File: config.mk
export PLATFORM = sky130hd
export DESIGN_NAME = seg7_scan
export DESIGN_NICKNAME = d
export VERILOG_FILES = /design/src/rtl/seg7_scan.sv
export SDC_FILE = /design/constraint.sdc
export NUM_CORES = 1
export LEC_CHECK = 0
export ABC_AREA = 1
export BUFFER_PORTS_ARGS = -buffer_cell sky130_fd_sc_hd__buf_2
export CAP_MARGIN = 5
export CORE_MARGIN = 2
export CORE_UTILIZATION = 40
export CTS_BUF_LIST = sky130_fd_sc_hd__clkbuf_4 sky130_fd_sc_hd__clkbuf_8
export CTS_CLUSTER_DIAMETER = 200
export DETAILED_ROUTE_END_ITERATION = 10
export PLACE_DENSITY = 0.65
export SLEW_MARGIN = 30
export SYNTH_ARGS = -nofsm -noshare
export SYNTH_HDL_FRONTEND = slang
export SYNTH_SLANG_ARGS = --single-unit
File: constraint.sdc
create_clock -name clk -period 3.1 [get_ports clk]
set_input_delay 0.465 -clock clk [delete_from_list [all_inputs] [get_ports clk]]
set_output_delay 0.465 -clock clk [all_outputs]
set_load 0.02 [all_outputs]
File: src/rtl/seg7_scan.sv
// Purpose : time-multiplexed 4-digit hex 7-segment driver with a dead time
//           between digits, per-frame shadow registers and leading-zero blanking.
// Ports   : clk, clr_n (sync active-low reset), segclk (scan strobe, sampled as
//           data), value/dp/blank_lz (display content), an/seg/dp_n (active-low
//           drive, registered), frame (one-cycle pulse per completed scan).
module seg7_scan #(
  parameter int unsigned DEAD_CYC = 8
) (
  input  logic        clk,
  input  logic        clr_n,
  input  logic        segclk,
  input  logic [15:0] value,
  input  logic [3:0]  dp,
  input  logic        blank_lz,
  output logic [3:0]  an,
  output logic [6:0]  seg,
  output logic        dp_n,
  output logic        frame
);

  localparam logic [7:0] DEAD = DEAD_CYC[7:0];

  logic        sync1, sync2, prev;
  logic        tick;
  logic [1:0]  idx;
  logic [15:0] sh_value;
  logic [3:0]  sh_dp;
  logic        sh_blank;
  logic [7:0]  cnt;

  logic [3:0]  nib;
  logic        upper_zero;
  logic        blank;
  logic [3:0]  an_d;
  logic [6:0]  seg_d;
  logic        dp_n_d;

  // Rising edge of the synchronized scan strobe.
  assign tick = sync2 & ~prev;

  // Hex to active-low segments, bit order g..a.
  function automatic logic [6:0] hex7(input logic [3:0] h);
    case (h)
      4'h0: hex7 = 7'b1000000;
      4'h1: hex7 = 7'b1111001;
      4'h2: hex7 = 7'b0100100;
      4'h3: hex7 = 7'b0110000;
      4'h4: hex7 = 7'b0011001;
      4'h5: hex7 = 7'b0010010;
      4'h6: hex7 = 7'b0000010;
      4'h7: hex7 = 7'b1111000;
      4'h8: hex7 = 7'b0000000;
      4'h9: hex7 = 7'b0010000;
      4'hA: hex7 = 7'b0001000;
      4'hB: hex7 = 7'b0000011;
      4'hC: hex7 = 7'b1000110;
      4'hD: hex7 = 7'b0100001;
      4'hE: hex7 = 7'b0000110;
      default: hex7 = 7'b0001110;
    endcase
  endfunction

  always_comb begin
    nib        = sh_value[3:0];
    upper_zero = 1'b0;
    case (idx)
      2'd0: begin
        nib        = sh_value[3:0];
        upper_zero = 1'b0;              // rightmost digit always shown
      end
      2'd1: begin
        nib        = sh_value[7:4];
        upper_zero = (sh_value[15:4] == 12'h000);
      end
      2'd2: begin
        nib        = sh_value[11:8];
        upper_zero = (sh_value[15:8] == 8'h00);
      end
      default: begin
        nib        = sh_value[15:12];
        upper_zero = (sh_value[15:12] == 4'h0);
      end
    endcase

    // A lit decimal point keeps an otherwise-leading zero visible.
    blank = sh_blank & upper_zero & ~sh_dp[idx];

    an_d   = 4'b1111;
    seg_d  = 7'h7F;
    dp_n_d = 1'b1;
    if (!blank) begin
      seg_d  = hex7(nib);
      dp_n_d = ~sh_dp[idx];
      if (cnt == 8'd0) begin
        an_d = ~(4'b0001 << idx);
      end
    end
  end

  always_ff @(posedge clk) begin
    if (!clr_n) begin
      // Sync chain resets high so a strobe already high gives no edge.
      sync1    <= 1'b1;
      sync2    <= 1'b1;
      prev     <= 1'b1;
      idx      <= 2'd0;
      sh_value <= 16'h0000;
      sh_dp    <= 4'h0;
      sh_blank <= 1'b0;
      cnt      <= 8'd0;
      frame    <= 1'b0;
      an       <= 4'b1111;
      seg      <= 7'h7F;
      dp_n     <= 1'b1;
    end else begin
      sync1 <= segclk;
      sync2 <= sync1;
      prev  <= sync2;
      if (tick) begin
        idx <= idx + 2'd1;
        cnt <= DEAD;
        // Content only changes at a frame boundary to avoid tearing.
        if (idx == 2'd3) begin
          sh_value <= value;
          sh_dp    <= dp;
          sh_blank <= blank_lz;
        end
      end else if (cnt != 8'd0) begin
        cnt <= cnt - 8'd1;
      end
      frame <= tick & (idx == 2'd3);
      an    <= an_d;
      seg   <= seg_d;
      dp_n  <= dp_n_d;
    end
  end

endmodule
### Word-level counts from Yosys, hierarchy flattened

Memories as Yosys holds them, arrays and structs flattened. A register that Yosys moved wholly into a read port is not among the register bits.
Index checks and enable logic that the tools add are counted.

* register bits: 40
* bits in read-only memories: 112
* bits of input ports: 24
* output and inout port bits: 13
* word-level logic and storage cells: 46
* memories: 1

* $add $sub $neg: 2
* magnitude comparators: 1
* equality and inequality tests: 3
* shift-type cells: 1
* mux-type cells: 6
* bitwise operators: 9
* reductions and logical operators: 11

Memories
* (no name shown): words 16, bits a word 7, read ports 1, clocked after memory_dff 1, write ports 0, RTL line 43 `case (h)`

Operator list (number)
* $logic_not A8 Y1: 2
* $logic_not A12 Y1: 1
* $pmux W4 S3: 1
* $mux W4: 2
* $reduce_bool A8 Y1: 1
* $sub A8 B1 Y8 const B: 1
* $and A1 B1 Y1: 4
* $eq A2 B2 Y1 const B: 2
* $logic_not A4 Y1: 1
* $not A1 Y1: 4
* $not A4 Y4: 1
* $reduce_or A2 Y1: 2
* $shl A1 B2 Y4 const A: 1
* $lt A2 B3 Y1 const B: 1
* $pmux W1 S3: 1
* $reduce_or A3 Y1: 1
* $add A2 B1 Y2 const B: 1
* $bmux W1 S2: 1
* $eq A2 B1 Y1 const B: 1
* $logic_not A2 Y1: 1
* $reduce_and A2 Y1: 1
* $reduce_bool A2 Y1: 1
* $mux W1: 1

### Longest topological paths before layout

* depth after elaboration: 5
* mapped depth: 13
* mapped depth without buffers: 13

### Worst setup path before layout

No wires, ideal clock.

* path kind: reg2reg
* start: reg idx[0]
* end: reg seg[3]
* library setup time: 0.120 ns
* arrival: 1.727 ns
* required time: 2.980 ns
* path slack: 1.253 ns
* stages on the path, launching flop included: 14
* buffers on the path: 0
* period minus slack after synthesis: 1.847 ns
* cell sequence: dfxtp_1 > inv_1 > ha_1 > nand2_1 > nand2_1 > o21ai_1 > inv_1 > ha_1 > nand3_1 > nand2_1 > nand2_1 > nand2_1 > inv_1 > nand2_1

* longest elaborated chain between the ends: 5
* elaborated cells between the ends (all ways): 11
* classes of those cells: 2 x eq/ne; 4 x mux; 3 x bitwise; 2 x reduce/logical

RTL lines
* start: declaration: RTL line 25 `logic [1:0] idx;`
* start signal: assignment: RTL line 120 `idx <= idx + 2'd1;`
* $eq A2 B2 Y1 (tied with other cells): RTL line 66 `case (idx)`
* $pmux W1 S3 or $mux W1 (tied branches): RTL line 66, 86
* $and A1 B1 Y1 or $not A1 Y1 (tied branches): RTL line 86 `blank = sh_blank & upper_zero & ~sh_dp[idx];`
* $and A1 B1 Y1: RTL line 86
* $reduce_or A2 Y1 (no line)
* end: declaration: RTL line 16 `output logic [6:0] seg,`

Parallel ways exist; a longest one is shown, timed or not. The select of a mux whose other input is x is not followed.
A chain may end at the register's enable or synchronous reset.

### Worst setup path after layout

Ends and elaborated chain as after synthesis.

==> flow_metrics.env <==
export IMPL_arrival_ns=2.39
export IMPL_cts_hold_buf=0
export IMPL_crit_chain="ha_1, inv_4, nand2_1, o21ai_1, inv_1, ha_1, nand3_1, nand2_1, nand2_1, nand2_1, inv_1, nand2_1"
export IMPL_hp_class="input port to flip-flop"
export IMPL_grt_first_pass_wirelength_mm=7.50
export IMPL_grt_usage_pct=15.7
export IMPL_worstSetupStartpointType="flip-flop"
export IMPL_async_reset_ff_share_pct=0
export IMPL_gp_congestion=0.929
export IMPL_syn_area_um2=2120
export IMPL_synth_cell_types=23
export IMPL_final_util_pct=48.8
export IMPL_crit_fanout=15
export IMPL_grt_use_met2_pct=26.4
export IMPL_ios=37
export IMPL_worst_path_buf_inv=3
export IMPL_syn_num_nets=324
export IMPL_setup_slack_ns=0.889
export IMPL_drt_total_wl_mm=4.35
export IMPL_hpwl_mm=3.18
export IMPL_grt_overflow=0
export IMPL_core_area_um2=5110
export IMPL_yosysWarnings=0
export IMPL_grt_use_met3_pct=3.65
export IMPL_setup_viol=0
export IMPL_clk_pin_slew_worst_paths_ns=0.08
export IMPL_hold_viol=0
export IMPL_required_ns=3.28
export IMPL_cts_buffer_depth=2
export IMPL_relSlewSlack_pct=61.8
export IMPL_synth_seq_cells=47
export IMPL_maxSlewViolCount=0
export IMPL_dr_pass1_iters=4
export IMPL_via_per_inst=4.79
export IMPL_setup_tns_final_ns=0
export IMPL_grt_busiest_layer="met2"
export IMPL_met1_usage_pct=19.3
export IMPL_worstMarginPinSlew_ns=0.573
export IMPL_ys_seq_area_share_pct=44.3
export IMPL_cts_setup_buffers=0
export IMPL_cts_root_buf="clkbuf_8"
export IMPL_outcome="completed"
export IMPL_min_delay_start="segclk"
export IMPL_ys_top_cells_by_count="71 x nand2_1, 47 x dfxtp_1, 31 x inv_1"
export IMPL_hold_depth=2
export IMPL_nets=361
export IMPL_die_h_um=76.9
export IMPL_path_depth=12
export IMPL_yosysTopAreaCell="dfxtp_1"
export IMPL_portBuffers=36
export IMPL_drive_above_1_share_pct=17.1
export IMPL_p_total_w=0.00139
export IMPL_dieArea_um2=5910
export IMPL_cts_sinks=47
export IMPL_drc_errors=0
export IMPL_ir_drop_uv=335
export IMPL_cellLeakagePower_nw=1.12
export IMPL_clk_latency_ns=0.30
export IMPL_pre_cts_ws_ns=0.939
export IMPL_synth_area_leaders="dfxtp_1 44%, nand2_1 13%, a21oi_1 6.8%, nand3_1 6.8%, ha_1 5.9%"
export IMPL_diodes=0
export IMPL_synth_top_area_share_pct=44.3
export IMPL_via_count=1905
export IMPL_synthFlopType="dfxtp_1"
export IMPL_postRouteAntennaNets=0
export IMPL_first_global_vias=1730
export IMPL_critPathLaunch="idx[0]$_SDFFE_PN0P_"
export IMPL_r2r_start="idx[0]$_SDFFE_PN0P_"
export IMPL_drv_cap=0
export IMPL_syn_area_per_cell_um2=7.33
export IMPL_wl_per_cell_um=10.9
export IMPL_grt_max_degree=29
export IMPL_path_delay_family="adder cells"
export IMPL_yosysMostFrequentCell="nand2_1"
export IMPL_critical_path_slowest_cell="ha_1"
export IMPL_ff2ff_path_depth=12
export IMPL_drtIter0Drc=81
export IMPL_grt_antenna_before_repair=0
export IMPL_period_share_pct=71.3
export IMPL_cts_buffers=5
export IMPL_die_w_um=76.9
export IMPL_end_kind="flip-flop"
export IMPL_min_period_ns=2.21
export IMPL_rsz0062_at_grt="false"
export IMPL_critPathMaxStageDelay_ns=0.41
export IMPL_clock_skew_ns=0.00592
export IMPL_cts_max_level=2
export IMPL_final_cells=398
export IMPL_num_rows=26
export IMPL_dp_cells=390
export IMPL_cts_tree="yes"
export IMPL_start_util_pct=41.6
export IMPL_syn2layout_area_growth_pct=17.4
export IMPL_clock_fmax_mhz=452
export IMPL_syn_inst=290
export IMPL_cts_resized=0
export IMPL_powerDensity_nw_per_um2=558
export IMPL_cpMostUsedCell="nand2_1"
export IMPL_worst_setup_path_type="flip-flop to flip-flop"
export IMPL_synth_edf_count=0
-- kinds of logic after synthesis --
logic type,after synthesis,share of synthesized area (%)
xor gates and xnor gates,3,1.24
adders and majority gates,10,5.89
AOI/OAI and AO/OA,49,12.2
buffers and inverters,42,7.60
DFF,47,44.3
and+or+nand+nor,139,28.8
-- path summary, 6_finish.rpt --
check                      end  slack (ns)
max          seg[3]$_SDFF_PP1_        0.89
min           sync1$_SDFF_PN1_        0.35
max reg2reg  seg[3]$_SDFF_PP1_        0.89
min reg2reg    prev$_SDFF_PN1_        0.42
-- layout make-up --
class | instances | area (um2)
timing repair buffer | 38 | 195
tap | 70 | 87.6
clock buffer | 6 | 82.6
clock inverter | 2 | 35.0
inverter | 34 | 130
fill | 521 | 2610
multi-input combinational | 201 | 1020
sequential | 47 | 941
-- state kept, by name (all words and copies together), names as in the netlist --
signal    flops
an            4
sh_blank      1
dp_n          1
sync1         1
idx           2
sh_dp         4
seg           7
sh_value     16
prev          1
cnt           8
frame         1
sync2         1
-- power breakdown --
part           internal (W)  total [W]  switching [W]
Sequential         0.000650   0.000671      0.0000212
Combinational     0.0000985   0.000264       0.000165
Clock              0.000261   0.000456       0.000196
Total               0.00101    0.00139       0.000382
-- cells in the final DEF (no fill, tap or decap), drive strengths merged --
| cell type | synthesis | routed |
|---|---|---|
| o21bai | 1 | 1 |
| nor3 | 1 | 1 |
| nand3 | 29 | 29 |
| nand4 | 11 | 11 |
| xnor2 | 1 | 1 |
| nand2 | 72 | 72 |
| inv | 34 | 34 |
| bufinv | 0 | 1 |
| dfxtp | 47 | 47 |
| clkbuf | 7 | 6 |
| nor2 | 24 | 24 |
| clkinv | 0 | 1 |
| ha | 10 | 10 |
| or2 | 2 | 2 |
| o21ai | 19 | 19 |
| buf | 1 | 38 |
| a21oi | 29 | 29 |
| xor2 | 2 | 2 |
-- per-layer routing --
layer  routed length (um)  vias to the layer above
met4                   77                        0
met3                  186                        7
li1                     -                     1012
met5                    0                        -
met2                 2020                       37
met1                 2060                      849
-- metrics by stage --
step                      hold WS (ns)  area, um2
after global placement           0.397       2380
after detailed placement         0.400       2380
after floorplan                  0.391       2120
after global routing             0.339       2490
final                            0.349       2490
after CTS                        0.331       2490
No activity file was read; power rests on OpenSTA's default activity.
